--- config.mk ---
export PLATFORM = sky130hd
export DESIGN_NAME = iir_chan_sched
export DESIGN_NICKNAME = d
export VERILOG_FILES = /design/src/rtl/iir_pkg.sv /design/src/rtl/iir_mul_q15.sv /design/src/rtl/iir_chan_sched.sv
export SDC_FILE = /design/constraint.sdc
export NUM_CORES = 1
export LEC_CHECK = 0
export ABC_AREA = 1
export BUFFER_PORTS_ARGS = -buffer_cell sky130_fd_sc_hd__buf_2
export CAP_MARGIN = 20
export CORE_MARGIN = 2
export CORE_UTILIZATION = 36
export DETAILED_ROUTE_END_ITERATION = 7
export GPL_TIMING_DRIVEN = 0
export SETUP_SLACK_MARGIN = 0.2
export SYNTH_ARGS = -nofsm -noshare
export SYNTH_HDL_FRONTEND = slang
export SYNTH_SLANG_ARGS = --single-unit
--- constraint.sdc ---
create_clock -name clk -period 15.6 [get_ports clk]
set_clock_uncertainty 0.15 [all_clocks]
set_input_delay 0 -clock clk [delete_from_list [all_inputs] [get_ports clk]]
set_output_delay 0 -clock clk [all_outputs]
set_load 0.01 [all_outputs]
--- src/rtl/iir_pkg.sv ---
// Shared types and constants for the time-multiplexed first-order IIR scheduler.
package iir_pkg;

  localparam int W_DEF = 16;

  typedef enum logic [2:0] {
    S_IDLE,
    S_MB0,
    S_MB1,
    S_MA1,
    S_OUT
  } state_t;

  localparam logic [1:0] CFG_B0  = 2'd0;
  localparam logic [1:0] CFG_B1  = 2'd1;
  localparam logic [1:0] CFG_A1  = 2'd2;
  localparam logic [1:0] CFG_CLR = 2'd3;

  localparam logic [W_DEF-1:0] Q15_ONE = 16'h7FFF;

endpackage

--- src/rtl/iir_mul_q15.sv ---
// Combinational signed fractional multiply: full product shifted right by W-1, low W bits kept.
module iir_mul_q15 #(
  parameter int W = 16
) (
  input  logic signed [W-1:0] i_a,
  input  logic signed [W-1:0] i_b,
  output logic signed [W-1:0] o_p
);

  logic signed [2*W-1:0] w_prod;

  assign w_prod = i_a * i_b;
  // Arithmetic shift then truncate: wraps rather than saturates on -1 * -1.
  assign o_p = W'(w_prod >>> (W-1));

endmodule

--- src/rtl/iir_chan_sched.sv ---
// Per-channel first-order IIR sharing one Q1.15 multiplier: three multiplies per sample.
module iir_chan_sched
  import iir_pkg::*;
#(
  parameter int NCH = 4,
  parameter int W   = W_DEF,
  parameter int CHW = (NCH > 1) ? $clog2(NCH) : 1
) (
  input  logic           clk,
  input  logic           reset,
  input  logic           in_valid,
  output logic           in_ready,
  input  logic [CHW-1:0] in_ch,
  input  logic [W-1:0]   in_data,
  output logic           out_valid,
  input  logic           out_ready,
  output logic [CHW-1:0] out_ch,
  output logic [W-1:0]   out_data,
  input  logic           cfg_we,
  output logic           cfg_ready,
  input  logic [CHW-1:0] cfg_ch,
  input  logic [1:0]     cfg_sel,
  input  logic [W-1:0]   cfg_data
);

  localparam logic [W-1:0] ONE = (W == W_DEF) ? W'(Q15_ONE) : {1'b0, {(W-1){1'b1}}};

  state_t         r_state;
  logic [W-1:0]   r_x;
  logic [W-1:0]   r_acc;
  logic [CHW-1:0] r_ch;
  logic           r_out_valid;
  logic [CHW-1:0] r_out_ch;
  logic [W-1:0]   r_out_data;

  logic [W-1:0] r_b0 [NCH];
  logic [W-1:0] r_b1 [NCH];
  logic [W-1:0] r_a1 [NCH];
  logic [W-1:0] r_x1 [NCH];
  logic [W-1:0] r_y1 [NCH];

  logic           w_ch_ok;
  logic [CHW-1:0] w_idx;
  logic [W-1:0]   w_opa;
  logic [W-1:0]   w_opb;
  logic [W-1:0]   w_prod;
  logic           w_cfg_fire;
  logic           w_hist_fire;

  assign in_ready  = (r_state == S_IDLE) && !cfg_we;
  assign cfg_ready = (r_state == S_IDLE);
  assign out_valid = r_out_valid;
  assign out_ch    = r_out_ch;
  assign out_data  = r_out_data;

  // Out-of-range channels still run through the multiplier; they read channel 0 harmlessly.
  assign w_ch_ok     = (int'(r_ch) < NCH);
  assign w_idx       = w_ch_ok ? r_ch : '0;
  assign w_cfg_fire  = cfg_we && cfg_ready;
  assign w_hist_fire = (r_state == S_OUT) && out_ready;

  always_comb begin
    w_opa = r_b0[w_idx];
    w_opb = r_x;
    case (r_state)
      S_MB1: begin
        w_opa = r_b1[w_idx];
        w_opb = r_x1[w_idx];
      end
      S_MA1: begin
        w_opa = r_a1[w_idx];
        w_opb = r_y1[w_idx];
      end
      default: ;
    endcase
  end

  iir_mul_q15 #(.W(W)) u_mul (
    .i_a(w_opa),
    .i_b(w_opb),
    .o_p(w_prod)
  );

  always_ff @(posedge clk) begin
    if (reset) begin
      r_state     <= S_IDLE;
      r_x         <= '0;
      r_acc       <= '0;
      r_ch        <= '0;
      r_out_valid <= 1'b0;
      r_out_ch    <= '0;
      r_out_data  <= '0;
    end else begin
      case (r_state)
        S_IDLE: begin
          if (in_valid && in_ready) begin
            r_x     <= in_data;
            r_ch    <= in_ch;
            r_acc   <= '0;
            r_state <= S_MB0;
          end
        end
        S_MB0: begin
          r_acc   <= w_prod;
          r_state <= S_MB1;
        end
        S_MB1: begin
          r_acc   <= r_acc + w_prod;
          r_state <= S_MA1;
        end
        S_MA1: begin
          r_acc <= r_acc - w_prod;
          if (w_ch_ok) begin
            r_out_valid <= 1'b1;
            r_out_data  <= r_acc - w_prod;
            r_out_ch    <= r_ch;
            r_state     <= S_OUT;
          end else begin
            r_state <= S_IDLE;
          end
        end
        S_OUT: begin
          if (out_ready) begin
            r_out_valid <= 1'b0;
            r_state     <= S_IDLE;
          end
        end
        default: r_state <= S_IDLE;
      endcase
    end
  end

  // Config only lands in IDLE and history only on output acceptance, so they never collide.
  generate
    for (genvar gi = 0; gi < NCH; gi++) begin : g_ch
      always_ff @(posedge clk) begin
        if (reset) begin
          r_b0[gi] <= ONE;
          r_b1[gi] <= '0;
          r_a1[gi] <= '0;
          r_x1[gi] <= '0;
          r_y1[gi] <= '0;
        end else if (w_cfg_fire && (cfg_ch == CHW'(gi))) begin
          case (cfg_sel)
            CFG_B0: r_b0[gi] <= cfg_data;
            CFG_B1: r_b1[gi] <= cfg_data;
            CFG_A1: r_a1[gi] <= cfg_data;
            default: begin
              r_x1[gi] <= '0;
              r_y1[gi] <= '0;
            end
          endcase
        end else if (w_hist_fire && (r_ch == CHW'(gi))) begin
          r_x1[gi] <= r_x;
          r_y1[gi] <= r_acc;
        end
      end
    end
  endgenerate

endmodule

==> out/qor.yml, run 1 <==
core_um2: 76100
grt_max_degree: 26
portBuffers: 63
cp_max_fo: 10
slew_headroom: 0.258
worstPathRequired_ns: 15.94
synth_commonest_cells: "nand2_1, nor2_1, inv_1"
max_freq_mhz: 84.9
dr_total_vias: 22300
post_cts_buffers: 0
first_global_vias: 22600
wire_per_inst_um: 20.4
cts.sinks: 378
grt-ovfl-total: 0
cts_tree: "yes"
startpoint_type: "flop"
synth_area_um2: 27700
post-place-ws_ns: 4.07
antenna_found_initial: 0
synth_area_leader_cell: "edfxtp_1"
ys_seq_area_frac: 0.389
clockRootBuffer: "clkbuf_16"
place_congestion: 0.939
first_pass_iters: 7
area.growth.synth_to_final_pct: 12.6
clock_latency_ns: 0.56
maxCapViolCount: 0
ys_types: 57
cp.arrival_ns: 12.11
criticalPathCategory: "flop to flop"
routed_via_density: 5.14
syn_nets: 3540
synthArstFlopShare: 0
synth-compound-area-share: 0.0809
synth_enable_flop_cells: 320
cts_buffers: 38
synth_mux_area_frac: 0
cts.clk_slew.worst_paths_ns: 0.07
tightest_slew_ns: 1.11
die_w_um: 282
yosysMostFrequentCell: "nand2_1"
rsz0062_at_grt: "false"
synth_top_family_by_area: "adder cells"
hold_buffers: 49
die_h_um: 282
start_util: 0.364
die_area_um2: 79200
period_needed_ns: 11.77
synth_xor_area_frac: 0.00560
yosysTopAreaCellShare: 0.347
drive_above_1_share: 0.0767
setup_slack_ns: 3.83
synth-seq-cells: 378
tns_ns: 0
finalCritPeriodShare: 0.755
grt_use_total: 0.228
finalWirelength_mm: 88.7
cts_resized: 0
dpl.hpwl_mm: 65.5
final_max_slew_viol_count: 0
slowest_delay_ns: 0.62
nNetsFinal: 3698
final_hold_viol_count: 0
endpoint_kind: "flop"
drt_iter0_markers: 2477
clk_path_buf_depth: 3
placementRows: 101
synthCells: 3128
synthTopCellsByArea: "edfxtp_1, fa_1, nand2_1, nor2_1, inv_1"
remaining_drc_errors: 0
htreeDepth: 2
io-pin-count: 64
synth-simple-area-share: 0.196
ys_warn_count: 0
slowest_stage: "xor2_1"
hp-class: "input port to flop"
diodes: 0
avgSynthCellArea_um2: 8.86
antenna_left: 0
setup_viol: 0
grt_pass1_wl_mm: 135
synthAdderAreaFrac: 0.236
status: "finished, final reports clean"
ys.flop_type: "edfxtp_1"
==> kinds of logic after synthesis <==
group / Yosys count
xor gates and xnor gates: 16
adders and majority gates: 369
buffers and inverters: 649
AOI/OAI and AO/OA: 387
DFF: 378
and+or+nand+nor: 1329
==> worst paths after layout <==
kind	endpoint	start	slack (ns)	cells after the start
setup / recovery	r_acc[10]	flop	3.83	47
hold / removal	r_ch[0]	cfg_we	0.05	5
setup reg to reg	r_acc[10]	flop	3.83	47
hold reg to reg	out_valid	out_valid	0.31	2
==> flip-flops by register name, summed over array words and instances, names as in the netlist, 3 cells and up, named ones only <==
| name | count |
|---|---|
| r_a1 | 64 |
| out_data | 16 |
| r_x | 16 |
| r_state | 3 |
| r_acc | 16 |
| r_x1 | 64 |
| r_b0 | 64 |
| r_y1 | 64 |
| r_b1 | 64 |
==> cell usage in the layout (no fill, tap or decap), types with 9 or more instances in the layout <==
cell           netlist  routed
nand2_2             10      10
o211ai_1            40      40
clkbuf_16            0      40
nor3_1              21      21
ha_1               112     112
a21oi_1            131     131
or2_2               26      26
nand3_1            108     104
and3_1               9       9
dfxtp_1             58      58
clkbuf_1            79      86
o21ai_1              9       9
buf_2               47     111
nand4_1             11      11
nand2_1            555     555
edfxtp_1           320     320
fa_1               257     257
clkinv_1            11      16
nor2_1             552     552
inv_1              486     486
dlygate4sd3_1        0      49
o21ai_0            140     140
o22ai_1             15      15
==> per-stage QoR <==
step / cell area, um^2 / instances / hold WS, ns / utilization
final: 31200 / 4342 / 0.0497 / 0.410
after global routing: 31200 / 4342 / 0.118 / 0.410
after CTS: 31200 / 4342 / 0.0393 / 0.410
after detailed placement: 29500 / 4227 / 0.121 / 0.387
after global placement: 29300 / 4221 / 0.114 / 0.385
after floorplan: 27700 / 3128 / -0.0920 / -
==> routing by layer <==
| metal | vias to the layer above | share of wire | global-route usage |
|---|---|---|---|
| li1 | 10200 | - | - |
| met1 | 10900 | 0.41 | 0.298 |
| met2 | 960 | 0.48 | 0.391 |
| met3 | 181 | 0.071 | 0.0215 |
| met4 | 0 | 0.041 | 0.0872 |
| met5 | - | 0 | 0 |
==> critical path: cells and delay by family, from the launching register on <==
family	cells	cell delay (ns)
simple gates	17	2.66
flops	1	0.32
buf+inv	12	2.51
compound gates	8	1.50
fa+ha+maj	9	3.90
xor+xnor	1	0.62
==> area by class of cell <==
type	instances	area, um^2
plain buffers	143	659
clock buffers	48	1040
clock inverters	18	240
fillers	7721	44800
inverters	506	1900
multi-input cells	2101	14400
flip-flops and latches	378	10800
well taps	1030	1290
repair buffers	118	913
Power of run 1 is not shown: default switching activity piles up to over one toggle a cycle in this logic, so the estimate is an artifact.
==> run 2: changes to the inputs <==
==> constraint.sdc (replaced) <==
create_clock -name clk -period 10.3 [get_ports clk]
set_clock_uncertainty 0.15 [all_clocks]
set_input_delay 0 -clock clk [delete_from_list [all_inputs] [get_ports clk]]
set_output_delay 0 -clock clk [all_outputs]
set_load 0.01 [all_outputs]
==> out/qor.yml, run 2 (synthesis results as in run 1) <==
start_util: 0.364  # unchanged
layout_common_cells: "nand2_1, nor2_1, inv_1"
placementRows: 101  # unchanged
period_needed_ns: 9.66  # -2.11 ns
die_area_um2: 79200  # unchanged
slowest_delay_ns: 0.52  # -0.10 ns
final_hold_viol_count: 0  # unchanged
finalCritPeriodShare: 0.938  # +0.183
drt_iter0_markers: 2368  # -4.4%
dp.cells: 4227  # unchanged
slew_headroom: 0.245  # -0.0134
grt_max_degree: 26  # unchanged
dpl.hpwl_mm: 65.5  # unchanged
fillers: 7640  # -1.0%
cp_max_fo: 10  # unchanged
first_pass_iters: 8  # +1
wire_per_inst_um: 20.5  # +0.18%
final_common_cell: "nand2_1"
clk_path_buf_depth: 3  # unchanged
max_freq_mhz: 104  # +22%
slowest_stage: "fa_1"
cts.clk_slew.worst_paths_ns: 0.07  # about the same
rr_endpoint: "r_acc[10]"
startpoint_type: "flop"
final_area_um2: 32200  # +3.2%
first_global_vias: 22700  # +0.42%
hp-class: "input port to flop"
criticalPathCategory: "flop to flop"
place_congestion: 0.939  # unchanged
clock_latency_ns: 0.56  # about the same
multi_input_area_um2: 14800  # +2.9%
min-delay-start: "cfg_we"
core_um2: 76100  # unchanged
finalWirelength_mm: 89.6  # +0.99%
dpl_cell_area_um2: 29500  # unchanged
cts_tree: "yes"
grt-ovfl-total: 0  # unchanged
grt_pass1_wl_mm: 136  # +0.46%
tightest_slew_ns: 1.13  # +0.0200 ns
grt_use_total: 0.229  # +0.00102
drive_above_1_share: 0.120  # +0.0428
remaining_drc_errors: 0  # unchanged
clockRootBuffer: "clkbuf_16"
endpoint_kind: "flop"
final_max_slew_viol_count: 0  # unchanged
htreeDepth: 2  # unchanged
tns_ns: 0  # unchanged
setup_viol: 0  # unchanged
die_w_um: 282  # unchanged
cts.sinks: 378  # unchanged
routed_via_density: 5.17  # +0.48%
r2r_slack_ns: 0.64  # -3.19 ns
status: "finished, final reports clean"
rsz0062_at_grt: "false"
io-pin-count: 64  # unchanged
seq_area_um2: 10800  # unchanged
diodes: 0  # unchanged
fin_cells: 4377  # +0.81%
cp.arrival_ns: 9.95  # -2.16 ns
maxCapViolCount: 0  # unchanged
portBuffers: 63  # unchanged
area.growth.synth_to_final_pct: 16.3
reg2regPathDepth: 47  # unchanged
antenna_found_initial: 0  # unchanged
hold_end: "r_ch[0]"
cts_buffers: 38  # unchanged
antenna_left: 0  # unchanged
die_h_um: 282  # unchanged
nNetsFinal: 3733  # +0.95%
worstPathRequired_ns: 10.59  # -5.35 ns
min_path_cells: 5  # unchanged
dr_total_vias: 22600  # +1.3%
## run 2: changes by cell type in the layout (fill, tap and decap cells not counted), moves of 8 or more
cell / before / now
o21ai_0: 140 / 131
nor2_1: 552 / 540
nand3_1: 104 / 96
buf_4: 6 / 56
clkbuf_1: 86 / 60
clkbuf_2: 0 / 8
inv_1: 486 / 473
buf_6: 6 / 26
clkbuf_4: 0 / 12
inv_2: 8 / 16
buf_2: 111 / 81
## run 2: routing by layer
layer	vias up	global-route usage	share of wire
met4	0	0.0870	0.041
met3	184	0.0229	0.074
met1	11200	0.297	0.41
met5	-	0	0
li1	10300	-	-
met2	946	0.394	0.48
## run 2: worst max-delay path by stage
stage,startpoint,to,cells past startpoint
2_1_floorplan,flop,r_acc[14],47
3_3_place_gp,r_state[1],r_acc[10],41
3_5_place_dp,r_state[1],r_acc[10],41
4_1_cts,flop,r_acc[15],53
5_1_grt,flop,r_acc[10],50
6_report,flop,r_acc[10],47
## run 2: cell type report
cell class	count	area share
buffer	143	0.0290
clock buffer	48	0.0323
clock inverter	18	0.00745
inverter	506	0.0599
multi-input combinational	2101	0.460
sequential	378	0.334
tap	1030	0.0400
timing repair buffer	153	0.0373
## run 2: through the flow
| stage | utilization | hold WS (ns) | worst slack (ns) |
|---|---|---|---|
| floorplan | - | -0.0920 | 1.64 |
| finish | 0.424 | 0.0537 | 0.641 |
| CTS | 0.415 | 0.0393 | 0.203 |
| global route | 0.424 | 0.118 | 0.143 |
| global placement | 0.385 | 0.114 | -1.20 |
| detailed placement | 0.387 | 0.121 | -1.23 |
## run 2: timing repair
item,in CTS,in global routing
setup buffers,10,25
hold buffers,49,0
pin swaps,5,23
gates resized for setup,88,173
hold endpoints to repair,212,0
gates cloned,0,0
endpoints found under the setup margin,28,22
## run 2: worst max-delay path: cells and delay by family (launching register included)
| family | cells | cell delay (ns) |
|---|---|---|
| AO/OA/AOI/OAI | 9 | 1.52 |
| XOR/XNOR | 1 | 0.27 |
| adder cells (fa/ha/maj) | 9 | 3.77 |
| buffers and inverters | 17 | 2.02 |
| flip-flops | 1 | 0.32 |
| AND/OR/NAND/NOR | 11 | 1.40 |
Power of run 2 is left out for the same reason.
